$ cat src/rtl/bcd_stopwatch_ctrl_pkg.sv
// rtl/bcd_stopwatch_ctrl_pkg.sv - shared state encoding and BCD constants for the stopwatch controller
package bcd_stopwatch_ctrl_pkg;

    localparam int NIBBLE_W = 4;
    localparam logic [NIBBLE_W-1:0] BCD_MAX = 4'd9;

    typedef enum logic [1:0] {
        ST_IDLE   = 2'd0,
        ST_RUN    = 2'd1,
        ST_PAUSED = 2'd2,
        ST_DONE   = 2'd3
    } sw_state_e;

    // Non-decimal nibbles from the preset bus collapse to zero rather than counting through A..F.
    function automatic logic [NIBBLE_W-1:0] bcd_sanitise(input logic [NIBBLE_W-1:0] nib);
        return (nib > BCD_MAX) ? '0 : nib;
    endfunction

endpackage

$ cat src/rtl/bcd_stopwatch_ctrl_if.sv
// rtl/bcd_stopwatch_ctrl_if.sv - control/display bundle of the stopwatch controller; lap exists only with LAP_HOLD_EN
interface bcd_stopwatch_ctrl_if
    import bcd_stopwatch_ctrl_pkg::*;
#(
    parameter int DIGITS = 4
);
    logic                     start_stop;
    logic                     clear;
    logic                     load_en;
    logic [NIBBLE_W*DIGITS-1:0] load_value;
    logic [NIBBLE_W*DIGITS-1:0] bcd_out;
    logic                     running;
    logic                     tick;
    logic                     overflow;
`ifdef LAP_HOLD_EN
    logic                     lap;

    modport master (
        output start_stop, clear, load_en, load_value, lap,
        input  bcd_out, running, tick, overflow
    );
    modport slave (
        input  start_stop, clear, load_en, load_value, lap,
        output bcd_out, running, tick, overflow
    );
`else
    modport master (
        output start_stop, clear, load_en, load_value,
        input  bcd_out, running, tick, overflow
    );
    modport slave (
        input  start_stop, clear, load_en, load_value,
        output bcd_out, running, tick, overflow
    );
`endif
endinterface

$ cat src/rtl/bcd_stopwatch_ctrl_bcd_digit_cell.sv
// rtl/bcd_stopwatch_ctrl_bcd_digit_cell.sv - one mod-10 digit with clear, sanitised load, enable and carry-out
module bcd_digit_cell
    import bcd_stopwatch_ctrl_pkg::*;
(
    input  logic                clock,
    input  logic                reset_n,
    input  logic                clear,
    input  logic                load,
    input  logic [NIBBLE_W-1:0] load_digit,
    input  logic                enable,
    output logic [NIBBLE_W-1:0] digit,
    output logic                carry_out
);
    logic [NIBBLE_W-1:0] digit_q;
    logic [NIBBLE_W-1:0] digit_d;

    always_comb begin
        digit_d = digit_q;
        if (clear) begin
            digit_d = '0;
        end else if (load) begin
            digit_d = bcd_sanitise(load_digit);
        end else if (enable) begin
            digit_d = (digit_q == BCD_MAX) ? '0 : digit_q + 4'd1;
        end
    end

    always_ff @(posedge clock or negedge reset_n) begin
        if (!reset_n) begin
            digit_q <= '0;
        end else begin
            digit_q <= digit_d;
        end
    end

    assign digit     = digit_q;
    assign carry_out = (digit_q == BCD_MAX);
endmodule

$ cat src/rtl/bcd_stopwatch_ctrl.sv
// rtl/bcd_stopwatch_ctrl.sv - run/pause/clear sequencer, prescaler and digit carry chain; LAP_HOLD_EN adds a lap freeze
module bcd_stopwatch_ctrl
    import bcd_stopwatch_ctrl_pkg::*;
#(
    parameter int DIGITS      = 4,
    parameter int TICK_DIV    = 500000,
    parameter int STOP_AT_MAX = 0
) (
    input  logic                 clock,
    input  logic                 reset_n,
    bcd_stopwatch_ctrl_if.slave  bus
);
    localparam int W  = NIBBLE_W * DIGITS;
    localparam int PW = (TICK_DIV > 2) ? $clog2(TICK_DIV) : 1;
    localparam logic [PW-1:0] PRESC_LAST = PW'(TICK_DIV - 1);

    sw_state_e        state_q, state_d;
    logic [PW-1:0]    presc_q, presc_d;
    logic             running_q;

    logic [W-1:0]      digits;
    logic [DIGITS-1:0] carry;
    logic [DIGITS-1:0] digit_en;
    logic              carry_acc;
    logic              tick;
    logic              all_nine;
    logic              saturate;
    logic              load_ok;

    assign tick     = (state_q == ST_RUN) && (presc_q == PRESC_LAST);
    assign all_nine = &carry;
    assign saturate = (STOP_AT_MAX != 0) && all_nine;
    assign load_ok  = bus.load_en && !bus.clear
                   && ((state_q == ST_IDLE) || (state_q == ST_PAUSED));

    always_comb begin
        state_d = state_q;
        if (bus.clear) begin
            state_d = ST_IDLE;
        end else if (!load_ok) begin
            unique case (state_q)
                ST_IDLE:   if (bus.start_stop) state_d = ST_RUN;
                ST_RUN: begin
                    // Reaching the ceiling wins over a coincident pause so DONE is never skipped.
                    if (tick && saturate)     state_d = ST_DONE;
                    else if (bus.start_stop)  state_d = ST_PAUSED;
                end
                ST_PAUSED: if (bus.start_stop) state_d = ST_RUN;
                ST_DONE:   state_d = ST_DONE;
                default:   state_d = ST_IDLE;
            endcase
        end
    end

    // Prescaler only advances while staying in RUN; any entry or exit restarts it from zero.
    always_comb begin
        presc_d = '0;
        if ((state_q == ST_RUN) && (state_d == ST_RUN)) begin
            presc_d = (presc_q == PRESC_LAST) ? '0 : presc_q + PW'(1);
        end
    end

    always_ff @(posedge clock or negedge reset_n) begin
        if (!reset_n) begin
            state_q   <= ST_IDLE;
            presc_q   <= '0;
            running_q <= 1'b0;
        end else begin
            state_q   <= state_d;
            presc_q   <= presc_d;
            running_q <= (state_d == ST_RUN);
        end
    end

    always_comb begin
        carry_acc = tick && !saturate;
        digit_en  = '0;
        for (int i = 0; i < DIGITS; i++) begin
            digit_en[i] = carry_acc;
            carry_acc   = carry_acc && carry[i];
        end
    end

    for (genvar g = 0; g < DIGITS; g++) begin : g_digit
        bcd_digit_cell u_cell (
            .clock      (clock),
            .reset_n    (reset_n),
            .clear      (bus.clear),
            .load       (load_ok),
            .load_digit (bus.load_value[NIBBLE_W*g +: NIBBLE_W]),
            .enable     (digit_en[g]),
            .digit      (digits[NIBBLE_W*g +: NIBBLE_W]),
            .carry_out  (carry[g])
        );
    end

    assign bus.running  = running_q;
    assign bus.tick     = tick;
    assign bus.overflow = tick && all_nine;

`ifdef LAP_HOLD_EN
    logic         hold_q, hold_d;
    logic [W-1:0] disp_q, disp_d;

    always_comb begin
        hold_d = hold_q;
        disp_d = disp_q;
        if (bus.clear || (state_d != ST_RUN)) begin
            hold_d = 1'b0;
        end else if (bus.lap && (state_q == ST_RUN)) begin
            hold_d = !hold_q;
            if (!hold_q) disp_d = digits;
        end
    end

    always_ff @(posedge clock or negedge reset_n) begin
        if (!reset_n) begin
            hold_q <= 1'b0;
            disp_q <= '0;
        end else begin
            hold_q <= hold_d;
            disp_q <= disp_d;
        end
    end

    assign bus.bcd_out = hold_q ? disp_q : digits;
`else
    assign bus.bcd_out = digits;
`endif
endmodule

$ cat src/flat_wrapper.sv
// flat-port wrapper written by rule: the top's interface ports become plain ports
module bcd_stopwatch_ctrl_flat import bcd_stopwatch_ctrl_pkg::*;
#(
    parameter int DIGITS      = 4,
    parameter int TICK_DIV    = 500000,
    parameter int STOP_AT_MAX = 0
)
  (clock, reset_n, bus_start_stop, bus_clear, bus_load_en, bus_load_value, bus_bcd_out, bus_running, bus_tick, bus_overflow);
  bcd_stopwatch_ctrl_if #(.DIGITS(DIGITS)) bus_i ();
  input  logic clock;
  input  logic reset_n;
  input wire logic [$bits(bus_i.start_stop)-1:0] bus_start_stop;
  input wire logic [$bits(bus_i.clear)-1:0] bus_clear;
  input wire logic [$bits(bus_i.load_en)-1:0] bus_load_en;
  input wire logic [$bits(bus_i.load_value)-1:0] bus_load_value;
  output wire logic [$bits(bus_i.bcd_out)-1:0] bus_bcd_out;
  output wire logic [$bits(bus_i.running)-1:0] bus_running;
  output wire logic [$bits(bus_i.tick)-1:0] bus_tick;
  output wire logic [$bits(bus_i.overflow)-1:0] bus_overflow;
  assign bus_i.start_stop = bus_start_stop;
  assign bus_i.clear = bus_clear;
  assign bus_i.load_en = bus_load_en;
  assign bus_i.load_value = bus_load_value;
  assign bus_bcd_out = bus_i.bcd_out;
  assign bus_running = bus_i.running;
  assign bus_tick = bus_i.tick;
  assign bus_overflow = bus_i.overflow;
  bcd_stopwatch_ctrl #(.DIGITS(DIGITS), .TICK_DIV(TICK_DIV), .STOP_AT_MAX(STOP_AT_MAX)) u_core (.clock(clock), .reset_n(reset_n), .bus(bus_i));
endmodule
$ cat config.mk
export PLATFORM = sky130hd
export DESIGN_NAME = bcd_stopwatch_ctrl_flat
export DESIGN_NICKNAME = d
export VERILOG_FILES = /design/src/rtl/bcd_stopwatch_ctrl_pkg.sv /design/src/rtl/bcd_stopwatch_ctrl_if.sv /design/src/rtl/bcd_stopwatch_ctrl_bcd_digit_cell.sv /design/src/rtl/bcd_stopwatch_ctrl.sv /design/src/flat_wrapper.sv
export SDC_FILE = /design/constraint.sdc
export NUM_CORES = 1
export LEC_CHECK = 0
export ABC_AREA = 1
export BUFFER_PORTS_ARGS = -buffer_cell sky130_fd_sc_hd__buf_2
export CELL_PAD_IN_SITES_DETAIL_PLACEMENT = 1
export CELL_PAD_IN_SITES_GLOBAL_PLACEMENT = 1
export CORE_MARGIN = 4
export CORE_UTILIZATION = 43
export CTS_BUF_LIST = sky130_fd_sc_hd__clkbuf_2 sky130_fd_sc_hd__clkbuf_4 sky130_fd_sc_hd__clkbuf_8
export DETAILED_ROUTE_END_ITERATION = 6
export PLACE_DENSITY_LB_ADDON = 0.2
export SYNTH_ARGS = -nofsm -noshare
export SYNTH_HDL_FRONTEND = slang
export SYNTH_SLANG_ARGS = --single-unit
$ cat constraint.sdc
create_clock -name clock -period 1.7 [get_ports clock]
set_input_delay 0.085 -clock clock [delete_from_list [all_inputs] [get_ports clock]]
set_output_delay 0.085 -clock clock [all_outputs]
set_load 0.05 [all_outputs]
---- After elaboration in Yosys (flattened, before gate mapping) ----
Index checks and enable logic that the tools add are counted.
operators by class
  add/subtract/negate cells ............... 5
  order comparisons ....................... 4
  equality and inequality tests ........... 9
  muxes and demuxes ....................... 27
  reductions and logical operators ........ 17
operators with widths
  operator               count
  $mux 4                 20
  $mux 19                2
  $add 19x1->19 const B  1
  $eq 19x19->1 const B   1
  $add 4x1->4 const B    4
  $eq 4x4->1 const B     4
  $gt 4x4->1 const B     4
  $reduce_bool 3->1      4
  $logic_and 1x1->1      8
  $mux 2                 4
  $pmux 2 s3             1
  $eq 2x1->1 const B     2
  $eq 2x2->1 const B     2
  $reduce_and 4->1       1
  $logic_not 2->1        1
  $reduce_or 2->1        1
  $logic_not 1->1        1
  $logic_or 1x1->1       1
word-level totals
  register bits after elaboration ......... 38
  output and inout port bits .............. 19

---- Depth between registers and ports, before layout ----
  word-level depth ........................ 8
  depth in mapped cells ................... 10

---- Hierarchy ----
Synthesis repeated with hierarchy kept, for this count alone.
unflattened totals
  cells, all modules ...................... 378
  area, all modules ....................... 2622.5 um^2
modules (own cells, without submodules)
  module                                          instances  cells an instance  area each (um^2)  sequential area each (um^2)
  bcd_stopwatch_ctrl                              1          170                1293.7            550.5
  bcd_digit_cell at u_core.g_digit[1].u_cell ...  3          52                 334.1             100.1
  bcd_digit_cell at u_core.g_digit[0].u_cell      1          52                 326.6             100.1

---- Worst setup path after synthesis ----
OpenSTA, ideal clock, no wires.
  path type ............................... flip-flop to output port
  from .................................... register u_core.g_digit[0].u_cell.digit_q[0]
  to ...................................... output port bus_overflow
  arrival ................................. 2.348 ns
  required time ........................... 1.615 ns
  path slack .............................. -0.733 ns
  stages on the path, launching flop included .. 6
  path buffers ............................ 0
  path through ............................ dfrtp_1 ha_1 nand3_1 nor2_1 nand3_2 nor3_1
on the way
  word-level cells in the longest chain between the ends .. 3
ends and longest elaborated chain
  what                    RTL line                                 text
  from (decl)             bcd_stopwatch_ctrl_bcd_digit_cell.sv:14  logic [NIBBLE_W-1:0] digit_q;
  from (signal assigned)  bcd_stopwatch_ctrl_bcd_digit_cell.sv:32  digit_q <= digit_d;
  $eq 4x4->1              bcd_stopwatch_ctrl_bcd_digit_cell.sv:37  assign carry_out = (digit_q == BCD_MAX);
  $reduce_and 4->1        bcd_stopwatch_ctrl.sv:31                 assign all_nine = &carry;
  $logic_and 1x1->1       bcd_stopwatch_ctrl.sv:99                 assign bus.overflow = tick && all_nine;
  to (decl)               flat_wrapper.sv:19                       output wire logic [$bits(bus_i.overflow)-1:0] bus_overflow;
No other way between the ends.

---- Final worst setup path ----
  from .................................... register u_core.presc_q[1]
  to ...................................... output port bus_overflow
on the way
  word-level cells in the longest chain between the ends .. 3
ends and longest elaborated chain
  what                    RTL line                  text
  from (decl)             bcd_stopwatch_ctrl.sv:18  logic [PW-1:0] presc_q, presc_d;
  from (signal assigned)  bcd_stopwatch_ctrl.sv:70  presc_q <= presc_d;
  $eq 19x19->1            bcd_stopwatch_ctrl.sv:30  assign tick = (state_q == ST_RUN) && (presc_q == PRESC_LAST);
  $logic_and 1x1->1       bcd_stopwatch_ctrl.sv:30
  $logic_and 1x1->1       bcd_stopwatch_ctrl.sv:99
No other way between the ends.

==> key figures <==
Floorplan
  – Die height: 83.8 µm
  – Initial Util: 44.6%
  – Chip width: 83.8 µm
  – Core outline area: 5540 µm²
  – FP Rows: 27
  – IO Count: 40
  – DIE AREA: 7020 µm²

Worst setup path
  – Worst path cell trace: ha_2 -> nand3_2 -> clkinv_2 -> nand3_2 -> nor2_4 -> nand3_4 -> nor3_4 -> buf_6
  – Crit-path leading delay family: simple AND/OR/NAND/NOR gates
  – Startpoint Class: flop
  – CP endpoint kind: primary output
  – WS Path Type: reg2out
  – Worst-path maximum fanout: 3
  – CP Data Arrival Time: 1730 ps
  – Crit path buffers/inverters: 2
  – Worst path required time: 1620 ps
  – Cell mode on critical path: nand3_2
  – Crit-path max cell delay: 370 ps
  – Slowest cell on crit path: dfrtp_1

Detailed routing
  – Post-DRT Antenna Nets: 0
  – Detailed router's first-iteration violation count: 57
  – Drt drc: 0
  – WL per Instance: 15.2 µm
  – Vias: 2,346
  – Iteration count of the initial detailed-routing pass: 4
  – Total wire length: 6.97 mm
  – Vias per inst: 5.13

Flow run
  – Max-Cap Viols: 0

Clocking
  – Clk pin slew, worst setup/hold paths: 80 ps
  – Inserted Clock Buffers: 5
  – Clk Latency, worst-skew pair: 300 ps
  – CTS root buf: clkbuf_8
  – Clk buf depth: 2
  – CTS HTree Levels: 2
  – Clock sinks: 38
  – CTS tree: built

Synth
  – Syn nets: 350
  – Mean Syn Cell Area: 7.72 µm²
  – Synth async-reset ratio: 100%
  – Synthesis-stage register bit count: 38
  – Yosys top cell area share: 38.5%
  – Synthesized area: 2470 µm²
  – Cell count after synthesis: 320
  – Top post-synthesis cells by area: dfrtp_1 (38%), nand2_1 (8.8%), nor2_1 (6.7%)
  – Synth area leader: dfrtp_1
  – Syn. warnings: 0
  – Seq/Total Area, Yosys: 38.5%
  – Synth cell types: 32
  – Most used DFF post-synth: dfrtp_1
  – Post-synth EDFFs: 0

Pwr
  – Gate power share: 27.7%
  – Net Sw Frac: 35.0%
  – Flop pwr share: 37.7%
  – Worst vdd ir: 0.000514 V
  – Sw power: 0.989 mW
  – Clk pwr share: 34.7%
  – Cell Pwr Density: 902 nW/µm²
  – Leak pwr: 1.46 nW
  – Internal Power: 1.84 mW

GRT
  – Antenna violations before repair: 0
  – Vias in the first global route: 2,599
  – GRT overflow: 0
  – Largest net degree at the start of global routing: 21
  – Global-route wire length before repair: 11.8 mm
  – GRT Overall Usage: 20.5%

Timing
  – Final Hold Fails: 0
  – RSZ-0062 raised after global routing: true
  – Clk_skew: 6.87 ps
  – Worst-Margin Slew: 483 ps
  – Final-report max-slew violation count: 0
  – Tcrit/Tclk final: 107%
  – F_max: 552 MHz
  – Final setup vio count: 2
  – Setup ws final: -113 ps
  – Slew margin rel.: 67.8%
  – Tmin final: 1810 ps

Final layout
  – Ant. Diodes: 0
  – Finished Core Util: 56.5%
  – Fraction of layout cells with a size suffix above 1: 29.1%
  – Fill count: 720
  – Post-route cell area: 3130 µm²
  – NumNets Final: 414
  – Final cell count without fillers: 457
  – Area delta synth->final: 26.7%

Worst hold path
  – HP Class: in2reg

Placed design
  – Dpl hpwl: 5.26 mm
  – Dpl cells: 439
  – Post-DP Area: 2840 µm²
  – RePlAce Congestion: 0.803
  – Pre-CTS setup slack: 39.5 ps
  – # port buffers: 39

Run status
  – Status: finished with violations
  – Violated checks: negative setup slack
placed cells by master (no fill, tap or decap), drive strengths merged:
cell,n
a21oi,11
nand3,36
clkinv,2
inv,39
o21a,1
xor2,15
nand4,7
a32oi,1
dfrtp,38
bufinv,2
clkbuf,6
o211ai,1
o21ai,24
a22oi,1
or2,3
buf,58
nor3,8
xnor2,4
nand2,67
nor2,49
clkinvlp,2
dlygate4sd3,1
ha,9
routing by layer:
| metal | share of wire (%) | GRT usage (%) | vias up |
|---|---|---|---|
| li1 | - | - | 1163 |
| met1 | 42 | 23.5 | 1133 |
| met2 | 53 | 39.1 | 39 |
| met3 | 3.0 | 3.16 | 11 |
| met4 | 1.7 | 5.56 | 0 |
| met5 | 0 | 0 | - |
through the flow:
step                      hold WS [ps]  power, mW  TNS, ps
after CTS                         70.5       2.83     -120
after detailed placement          71.9       1.84        0
after global placement            67.0       1.81        0
after floorplan                   -211       1.59        0
final                             83.3       2.83     -181
after global routing              86.2       2.97     -918
final timing paths:
kind / from / end / slack (ps) / cells past startpoint
setup reg to reg: u_core.presc_q[1] / u_core.g_digit[1].u_cell.digit[3] / 50 / 11
min in group asynchronous: reset_n / u_core.presc_q[11] / 270 / 2
setup / recovery: u_core.presc_q[1] / bus_overflow / -110 / 8
max in group asynchronous: reset_n / u_core.presc_q[8] / 900 / 3
hold reg to reg: u_core.presc_q[0] / u_core.presc_q[0] / 550 / 2
hold / removal: bus_clear / u_core.state_q[1] / 80 / 2
cell families (layout without fill, tap and decap cells):
group	count (synthesis)	in the layout	share of synthesized area, %
AOI/OAI and AO/OA	39	39	9.06
and+or+nand+nor	170	170	33.7
buffers and inverters	45	110	7.49
DFF	38	38	38.5
xor gates and xnor gates	19	19	6.73
adders and majority gates	9	9	4.56
cell type report:
cell class	count	area (µm²)	share of cell area, %
clock buffer	6	82.6	2.64
clock inverter	2	60.1	1.92
inverter	42	168	5.35
multi-input combinational	237	1400	44.8
sequential	38	960	30.6
tap	72	90.1	2.88
timing repair buffer	59	364	11.6
timing repair inverter	1	5.00	0.160
synth_stat cells, drive strengths merged (2+ instances only):
master and n:
nand3 36, dfrtp 38, xnor2 4, nor3 8, a21oi 11, clkinv 2, buf 3, o21ai 24
or2 3, nand2 67, nand4 7, nor2 49, ha 9, inv 40, xor2 15
state kept, by name, summed over array words and instances (netlist names):
name / cells
u_core.bus.running: 1
u_core.g_digit.u_cell.digit: 16
u_core.presc_q: 19
u_core.state_q: 2
power groups by stage:
stage / registers [mW] / logic [mW] / clock network (mW)
3_5_place_dp: 1.08 / 0.759 / 0
6_report: 1.06 / 0.781 / 0.979
4_1_cts: 1.06 / 0.768 / 0.993
2_1_floorplan: 1.31 / 0.281 / 0
3_3_place_gp: 1.07 / 0.740 / 0
5_1_grt: 1.08 / 0.856 / 1.03
what timing repair did:
action	in CTS	in global routing
hold buffers	1	0
endpoints found under the hold margin	18	0
resized for setup	9	10
gates cloned	0	1
setup endpoints to repair	2	18
pin swaps	5	7
setup buffers	2	6
(Power assumes the default switching activity.)
